[config.mk]
export PLATFORM = sky130hd
export DESIGN_NAME = poke_stat_update
export DESIGN_NICKNAME = d
export VERILOG_FILES = /design/src/rtl/poke_pkg.sv /design/src/rtl/poke_levelup_step.sv /design/src/rtl/poke_stat_update.sv
export SDC_FILE = /design/constraint.sdc
export NUM_CORES = 1
export LEC_CHECK = 0
export ABC_AREA = 1
export BUFFER_PORTS_ARGS = -buffer_cell sky130_fd_sc_hd__buf_2
export CAP_MARGIN = 20
export CELL_PAD_IN_SITES_DETAIL_PLACEMENT = 1
export CELL_PAD_IN_SITES_GLOBAL_PLACEMENT = 1
export CORE_ASPECT_RATIO = 0.8
export CORE_UTILIZATION = 39
export CTS_CLUSTER_DIAMETER = 150
export DETAILED_ROUTE_END_ITERATION = 10
export PLACE_DENSITY = 0.82
export SYNTH_ARGS = -nofsm -noshare
export SYNTH_HDL_FRONTEND = slang
export SYNTH_HIERARCHICAL = 1
export SYNTH_SLANG_ARGS = --single-unit
[constraint.sdc]
create_clock -name Clk -period 3.2 [get_ports Clk]
set_input_delay 0.64 -clock Clk [delete_from_list [all_inputs] [get_ports Clk]]
set_output_delay 0.64 -clock Clk [all_outputs]
set_load 0.02 [all_outputs]
[src/rtl/poke_pkg.sv]
// Shared types and limits for the Pokemon stat update stage.
// Event kinds, committed stat bundle, and saturation ceilings.
package poke_pkg;

    typedef enum logic [1:0] {
        DAMAGE  = 2'd0,
        HEAL    = 2'd1,
        XP_GAIN = 2'd2,
        RSVD    = 2'd3
    } ev_kind_e;

    typedef struct packed {
        logic [4:0] id;
        logic [2:0] ptype;
        logic [3:0] level;
        logic [7:0] xp;
        logic [5:0] hp;
        logic [3:0] attack;
        logic [3:0] defense;
    } poke_stats_t;

    localparam logic [3:0] STAT_MAX = 4'd15;
    localparam logic [5:0] HP_MAX   = 6'd63;

endpackage

[src/rtl/poke_levelup_step.sv]
// Combinational single-level increment of working stats.
// In: level/acc/atk/def/hp/max_hp. Out: same, after one level-up.
module poke_levelup_step
    import poke_pkg::*;
#(
    parameter int XP_PER_LEVEL = 100,
    parameter int HP_GROWTH    = 3
) (
    input  logic [3:0] i_level,
    input  logic [8:0] i_acc,
    input  logic [3:0] i_atk,
    input  logic [3:0] i_def,
    input  logic [5:0] i_hp,
    input  logic [5:0] i_max_hp,
    output logic [3:0] o_level,
    output logic [8:0] o_acc,
    output logic [3:0] o_atk,
    output logic [3:0] o_def,
    output logic [5:0] o_hp,
    output logic [5:0] o_max_hp
);

    logic [6:0] w_max_sum;
    logic [6:0] w_hp_sum;

    assign o_acc   = i_acc - 9'(XP_PER_LEVEL);
    assign o_level = i_level + 4'd1;
    assign o_atk   = (i_atk == STAT_MAX) ? STAT_MAX : i_atk + 4'd1;
    assign o_def   = (i_def == STAT_MAX) ? STAT_MAX : i_def + 4'd1;

    assign w_max_sum = {1'b0, i_max_hp} + 7'(HP_GROWTH);
    assign o_max_hp  = (w_max_sum > {1'b0, HP_MAX}) ?
                       HP_MAX : w_max_sum[5:0];

    // hp grows by the same amount but never past the new ceiling
    assign w_hp_sum = {1'b0, i_hp} + 7'(HP_GROWTH);
    assign o_hp     = (w_hp_sum > {1'b0, o_max_hp}) ?
                      o_max_hp : w_hp_sum[5:0];

endmodule

[src/rtl/poke_stat_update.sv]
// Battle event stage: applies damage/heal/xp to working stats and
// commits them to the stat outputs. Ports: load bus, event handshake, stats.
module poke_stat_update
    import poke_pkg::*;
#(
    parameter int XP_PER_LEVEL = 100,
    parameter int HP_GROWTH    = 3,
    parameter int MAX_LEVEL    = 15
) (
    input  logic       Clk,
    input  logic       Reset,
    input  logic       load,
    input  logic [4:0] ld_poke_id,
    input  logic [2:0] ld_type,
    input  logic [3:0] ld_level,
    input  logic [7:0] ld_xp,
    input  logic [5:0] ld_hp,
    input  logic [3:0] ld_attack,
    input  logic [3:0] ld_defense,
    input  logic       ev_valid,
    output logic       ev_ready,
    input  logic [1:0] ev_kind,
    input  logic [7:0] ev_amount,
    output logic [4:0] poke_id,
    output logic [2:0] type_id,
    output logic [3:0] level,
    output logic [7:0] xp,
    output logic [5:0] hp,
    output logic [3:0] attack,
    output logic [3:0] defense,
    output logic       fainted,
    output logic       upd_done
);

    typedef enum logic [1:0] {
        S_IDLE = 2'd0,
        S_EXEC = 2'd1,
        S_LVL  = 2'd2
    } state_e;

    state_e      r_state;
    state_e      w_nstate;
    poke_stats_t r_o;
    logic        r_done;
    logic        r_loaded;
    ev_kind_e    r_kind;
    logic [7:0]  r_amt;

    logic [4:0]  r_id;
    logic [2:0]  r_type;
    logic [3:0]  r_level;
    logic [8:0]  r_acc;
    logic [5:0]  r_hp;
    logic [5:0]  r_max_hp;
    logic [3:0]  r_atk;
    logic [3:0]  r_def;

    logic [3:0]  n_level;
    logic [8:0]  n_acc;
    logic [5:0]  n_hp;
    logic [5:0]  n_max_hp;
    logic [3:0]  n_atk;
    logic [3:0]  n_def;
    logic        w_commit;

    logic [3:0]  s_level;
    logic [8:0]  s_acc;
    logic [5:0]  s_hp;
    logic [5:0]  s_max_hp;
    logic [3:0]  s_atk;
    logic [3:0]  s_def;

    logic [8:0]  w_sum;
    logic [7:0]  w_dmg;
    logic [5:0]  w_hp_dmg;
    logic [8:0]  w_heal;
    logic        w_noop;
    logic        w_accept;

    poke_levelup_step #(
        .XP_PER_LEVEL(XP_PER_LEVEL),
        .HP_GROWTH   (HP_GROWTH)
    ) u_step (
        .i_level (r_level),
        .i_acc   (r_acc),
        .i_atk   (r_atk),
        .i_def   (r_def),
        .i_hp    (r_hp),
        .i_max_hp(r_max_hp),
        .o_level (s_level),
        .o_acc   (s_acc),
        .o_atk   (s_atk),
        .o_def   (s_def),
        .o_hp    (s_hp),
        .o_max_hp(s_max_hp)
    );

    assign ev_ready = (r_state == S_IDLE) && !load;
    assign w_accept = ev_valid && ev_ready;

    assign w_sum  = r_acc + {1'b0, r_amt};
    assign w_dmg  = (r_amt > {4'd0, r_def}) ?
                    r_amt - {4'd0, r_def} : 8'd1;
    assign w_hp_dmg = ({2'd0, r_hp} > w_dmg) ?
                      r_hp - w_dmg[5:0] : 6'd0;
    assign w_heal = {3'd0, r_hp} + {1'b0, r_amt};
    // fainted or never loaded: consume the event without touching stats
    assign w_noop = !r_loaded || (r_hp == 6'd0);

    always_comb begin
        w_nstate = r_state;
        w_commit = 1'b0;
        n_level  = r_level;
        n_acc    = r_acc;
        n_hp     = r_hp;
        n_max_hp = r_max_hp;
        n_atk    = r_atk;
        n_def    = r_def;
        unique case (r_state)
            S_IDLE: begin
                if (w_accept) w_nstate = S_EXEC;
            end
            S_EXEC: begin
                w_commit = 1'b1;
                if (!w_noop) begin
                    unique case (r_kind)
                        DAMAGE:  n_hp = w_hp_dmg;
                        HEAL:    n_hp = (w_heal > {3'd0, r_max_hp}) ?
                                        r_max_hp : w_heal[5:0];
                        XP_GAIN: begin
                            n_acc = w_sum;
                            if (w_sum >= 9'(XP_PER_LEVEL) &&
                                r_level < 4'(MAX_LEVEL)) begin
                                w_commit = 1'b0;
                                w_nstate = S_LVL;
                            end
                        end
                        RSVD:    ;
                    endcase
                end
            end
            S_LVL: begin
                n_level  = s_level;
                n_acc    = s_acc;
                n_hp     = s_hp;
                n_max_hp = s_max_hp;
                n_atk    = s_atk;
                n_def    = s_def;
                if (!(s_acc >= 9'(XP_PER_LEVEL) &&
                      s_level < 4'(MAX_LEVEL))) begin
                    w_commit = 1'b1;
                end
            end
            default: w_nstate = S_IDLE;
        endcase
        if (w_commit) begin
            w_nstate = S_IDLE;
            // xp saturates at commit; keeping the accumulator clamped
            // too bounds the next sum to 9 bits
            if (n_acc > 9'd255) n_acc = 9'd255;
        end
    end

    always_ff @(posedge Clk or negedge Reset) begin
        if (!Reset) begin
            r_state <= S_IDLE;
        end else if (load) begin
            r_state <= S_IDLE;
        end else begin
            r_state <= w_nstate;
        end
    end

    always_ff @(posedge Clk or negedge Reset) begin
        if (!Reset) begin
            r_o      <= '0;
            r_done   <= 1'b0;
            r_loaded <= 1'b0;
            r_kind   <= DAMAGE;
            r_amt    <= 8'd0;
            r_id     <= 5'd0;
            r_type   <= 3'd0;
            r_level  <= 4'd0;
            r_acc    <= 9'd0;
            r_hp     <= 6'd0;
            r_max_hp <= 6'd0;
            r_atk    <= 4'd0;
            r_def    <= 4'd0;
        end else if (load) begin
            r_done   <= 1'b1;
            r_loaded <= 1'b1;
            r_id     <= ld_poke_id;
            r_type   <= ld_type;
            r_level  <= ld_level;
            r_acc    <= {1'b0, ld_xp};
            r_hp     <= ld_hp;
            r_max_hp <= ld_hp;
            r_atk    <= ld_attack;
            r_def    <= ld_defense;
            r_o      <= '{ld_poke_id, ld_type, ld_level, ld_xp,
                          ld_hp, ld_attack, ld_defense};
        end else begin
            r_done   <= w_commit;
            r_level  <= n_level;
            r_acc    <= n_acc;
            r_hp     <= n_hp;
            r_max_hp <= n_max_hp;
            r_atk    <= n_atk;
            r_def    <= n_def;
            if (w_accept) begin
                r_kind <= ev_kind_e'(ev_kind);
                r_amt  <= ev_amount;
            end
            if (w_commit) begin
                r_o <= '{r_id, r_type, n_level, n_acc[7:0],
                         n_hp, n_atk, n_def};
            end
        end
    end

    assign poke_id  = r_o.id;
    assign type_id  = r_o.ptype;
    assign level    = r_o.level;
    assign xp       = r_o.xp;
    assign hp       = r_o.hp;
    assign attack   = r_o.attack;
    assign defense  = r_o.defense;
    assign fainted  = r_loaded && (r_o.hp == 6'd0);
    assign upd_done = r_done;

endmodule

==> results.cfg <==
[run_status]
outcome = complete, but fails checks
violations = setup timing

[synthesis]
muxShareOfSynthArea_pct = 0.518
syn_inst = 899
synth_top_family_by_area = simple AND/OR/NAND/NOR gates
synth-edff-count = 0
synth_nets = 998
synth_area_um2 = 6530
synth_ff_type = dfrtp_1
synth_seq_cells = 89
yosys_warnings = 6
synthXorXnorAreaFrac_pct = 3.60
avgSynthCellArea_um2 = 7.26
synthArstFlopShare_pct = 100
synth_compound_area_share_pct = 10.5
synthAdderAreaFrac_pct = 10.2
synthSimpleGateAreaFrac_pct = 32.3
synthDistinctLibCells = 48
synth-seq-area-share_pct = 34.1

[worst_setup_path]
reg2reg_slack_ns = -0.36
rr_worst_depth = 28
cp_num_buf_inv = 3
endpoint_kind = flip-flop
crit_required_ns = 3.44
arrival_ns = 3.80
worst-path-max-fanout = 6
start_kind = flip-flop
r2r_start = r_amt[0]
crit_top_cell = nand2_1
path_delay_family = simple AND/OR/NAND/NOR gates
max_stage_delay_ns = 0.39
slowest_stage = dfrtp_1
crit_type = flip-flop to flip-flop
reg2reg_to = hp[2]

[sta]
finalSetupViolCount = 12
clock_skew_ns = 0.0106
worst_slack_ns = -0.361
fmax_mhz = 281
hold_slack_ns = 0.288
worstMarginPinSlew_ns = 0.740
rsz0062_at_grt = true
max-slew-margin-rel_pct = 50.7
min_period_over_period_pct = 111
final_max_slew_viol_count = 0
finalHoldViolCount = 0
finalCriticalPeriod_ns = 3.56

[power]
clkPwrFrac_pct = 10.6
power_frac_comb_pct = 71.1
p_sw_uw = 5600
seqPwrFrac_pct = 18.3
vdd_drop_max_mv = 0.453
p_total_uw = 10800
p_leak_uw = 0.00430
p_int_uw = 5230
power_density_nw_per_um2 = 1330
swShare_pct = 51.7

[cells_and_area]
fin_nets = 1142
area_delta_synth_final_pct = 25.0
fin_area_um2 = 8160
drive_gt1_share_pct = 23.5

[clock_tree]
ctsHoldBuffers = 0
clockRootBuffer = clkbuf_16
cts_tree = done
h-tree-depth = 3
clk_path_buf_depth = 2
clock_latency_ns = 0.36
cts_buffers = 9
clk_pin_slew_worst_paths_ns = 0.07
cts_sinks = 89

[die]
io_pins = 85
num_rows = 41
dieArea_um2 = 17300
die_y_um = 118
initial_core_util_pct = 40.6
core_area_um2 = 16100
fp.dieW_um = 147

[placed_design]
place_congestion = 0.884
post-place-ws_ns = -0.260
post_dp_cell_area_um2 = 7470
place_hpwl_um = 16000
port-buffer-count = 84

[flow_run]
drv_cap = 0

[detailed_routing]
detail-route-antenna-nets = 0
route.detailed.drc = 0
drt_iter0_drc = 362
wire_per_inst_um = 17.8
vias_per_cell = 5.33
drt_pass1_iterations = 5
vias = 6731
totalWireLength_um = 22500

[global_routing]
antenna_found_initial = 1
first_global_vias = 7167
grt-ovfl-total = 0
track_usage_pct = 27.0
grt_max_degree = 46
grt_pass1_wl_um = 36800

[hold_path]
hold_path_class = input pin to async pin
-- power by group through the flow --
stage	Clock [µW]	Sequential (µW)	Combinational, µW
4_1_cts	1170	1970	7170
2_1_floorplan	0	2150	4360
3_5_place_dp	0	1960	6600
5_1_grt	1210	2030	8520
3_3_place_gp	0	1960	6390
6_report	1150	1980	7700
-- cells in the mapped netlist, types with 10 or more instances --
| cell type | count | share of area (%) |
|---|---|---|
| a21oi_1 | 61 | 4.7 |
| clkbuf_1 | 13 | 0.75 |
| dfrtp_1 | 89 | 34 |
| ha_1 | 47 | 9.0 |
| inv_1 | 102 | 5.9 |
| nand2_1 | 273 | 16 |
| nand3_1 | 98 | 7.5 |
| nand4_1 | 13 | 1.2 |
| nor2_1 | 54 | 3.1 |
| o211ai_1 | 10 | 1.2 |
| o21ai_0 | 15 | 1.2 |
| o22ai_1 | 12 | 1.2 |
| or2_2 | 10 | 0.96 |
| xor2_1 | 16 | 2.1 |
-- worst register-to-register path: cells and delay by family, from the launching register on --
kind	cells	cell delay, ns
adder cells (fa/ha/maj)	4	1.03
buffers and inverters	3	0.17
flip-flops	1	0.39
AND/OR/NAND/NOR	18	1.32
AO/OA/AOI/OAI	3	0.52
-- metrics by stage --
stage               setup TNS [ns]  util, %  instances
finish                       -3.43     50.8       1264
global route                 -5.89     50.8       1263
CTS                          -1.72     50.0       1258
detailed placement           -2.07     46.5       1222
global placement            -0.121     46.5       1222
floorplan                        0        -        899
-- state kept, by name, indices dropped and copies added (netlist names) --
name / flops
r_acc: 9
r_amt: 8
xp: 8
hp: 6
r_hp: 6
r_max_hp: 6
poke_id: 5
r_id: 5
attack: 4
defense: 4
level: 4
r_atk: 4
r_def: 4
r_level: 4
r_type: 3
type_id: 3
r_kind: 2
r_state: 2
r_loaded: 1
upd_done: 1
-- final cells by class --
class	count	area (µm²)
fillers	2066	7900
multi-input cells	676	3910
flip-flops and latches	89	2230
repair buffers	160	1020
inverters	107	407
well taps	215	269
clock buffers	9	225
clock inverters	7	92.6
diodes	1	2.50
-- layout by cell type, fill, tap and decap left out, drive strengths merged, types with 7 or more instances in the layout --
master	instances
nand2	288
buf	160
inv	110
nand3	99
dfrtp	89
a21oi	62
nor2	54
ha	47
xor2	17
o21ai	16
nand4	13
o22ai	12
o211ai	10
or2	10
xnor2	9
clkbuf	9
nor3	7
-- logic make-up after synthesis --
family | Yosys count
and+or+nand+nor | 478
DFF | 89
buffers and inverters | 135
AOI/OAI and AO/OA | 117
xor gates and xnor gates | 26
muxes | 3
adders and majority gates | 51
-- per-layer routing --
layer	GRT usage, %	part of all wire, %
met2	45.8	49
met5	0	0
met1	34.3	44
met3	4.15	3.5
met4	10.3	3.2
-- worst max-delay path by stage --
stage	from	end	slack [ns]	depth (start not counted)
floorplan	r_amt[0]	hp[0]	0.02	28
global placement	r_amt[0]	hp[3]	-0.03	25
detailed placement	r_amt[0]	hp[3]	-0.26	28
CTS	r_amt[0]	hp[2]	-0.22	28
global route	r_amt[0]	hp[2]	-0.57	28
finish	r_amt[0]	hp[2]	-0.36	28
-- timing repair --
action / 4_1_cts / 5_1_grt
resized for setup: 19 / 22
endpoints found under the setup margin: 12 / 13
buffers inserted: 20 / 5
pin swaps: 20 / 29
cloned: 0 / 1
Power figures use the tool's default switching activity.
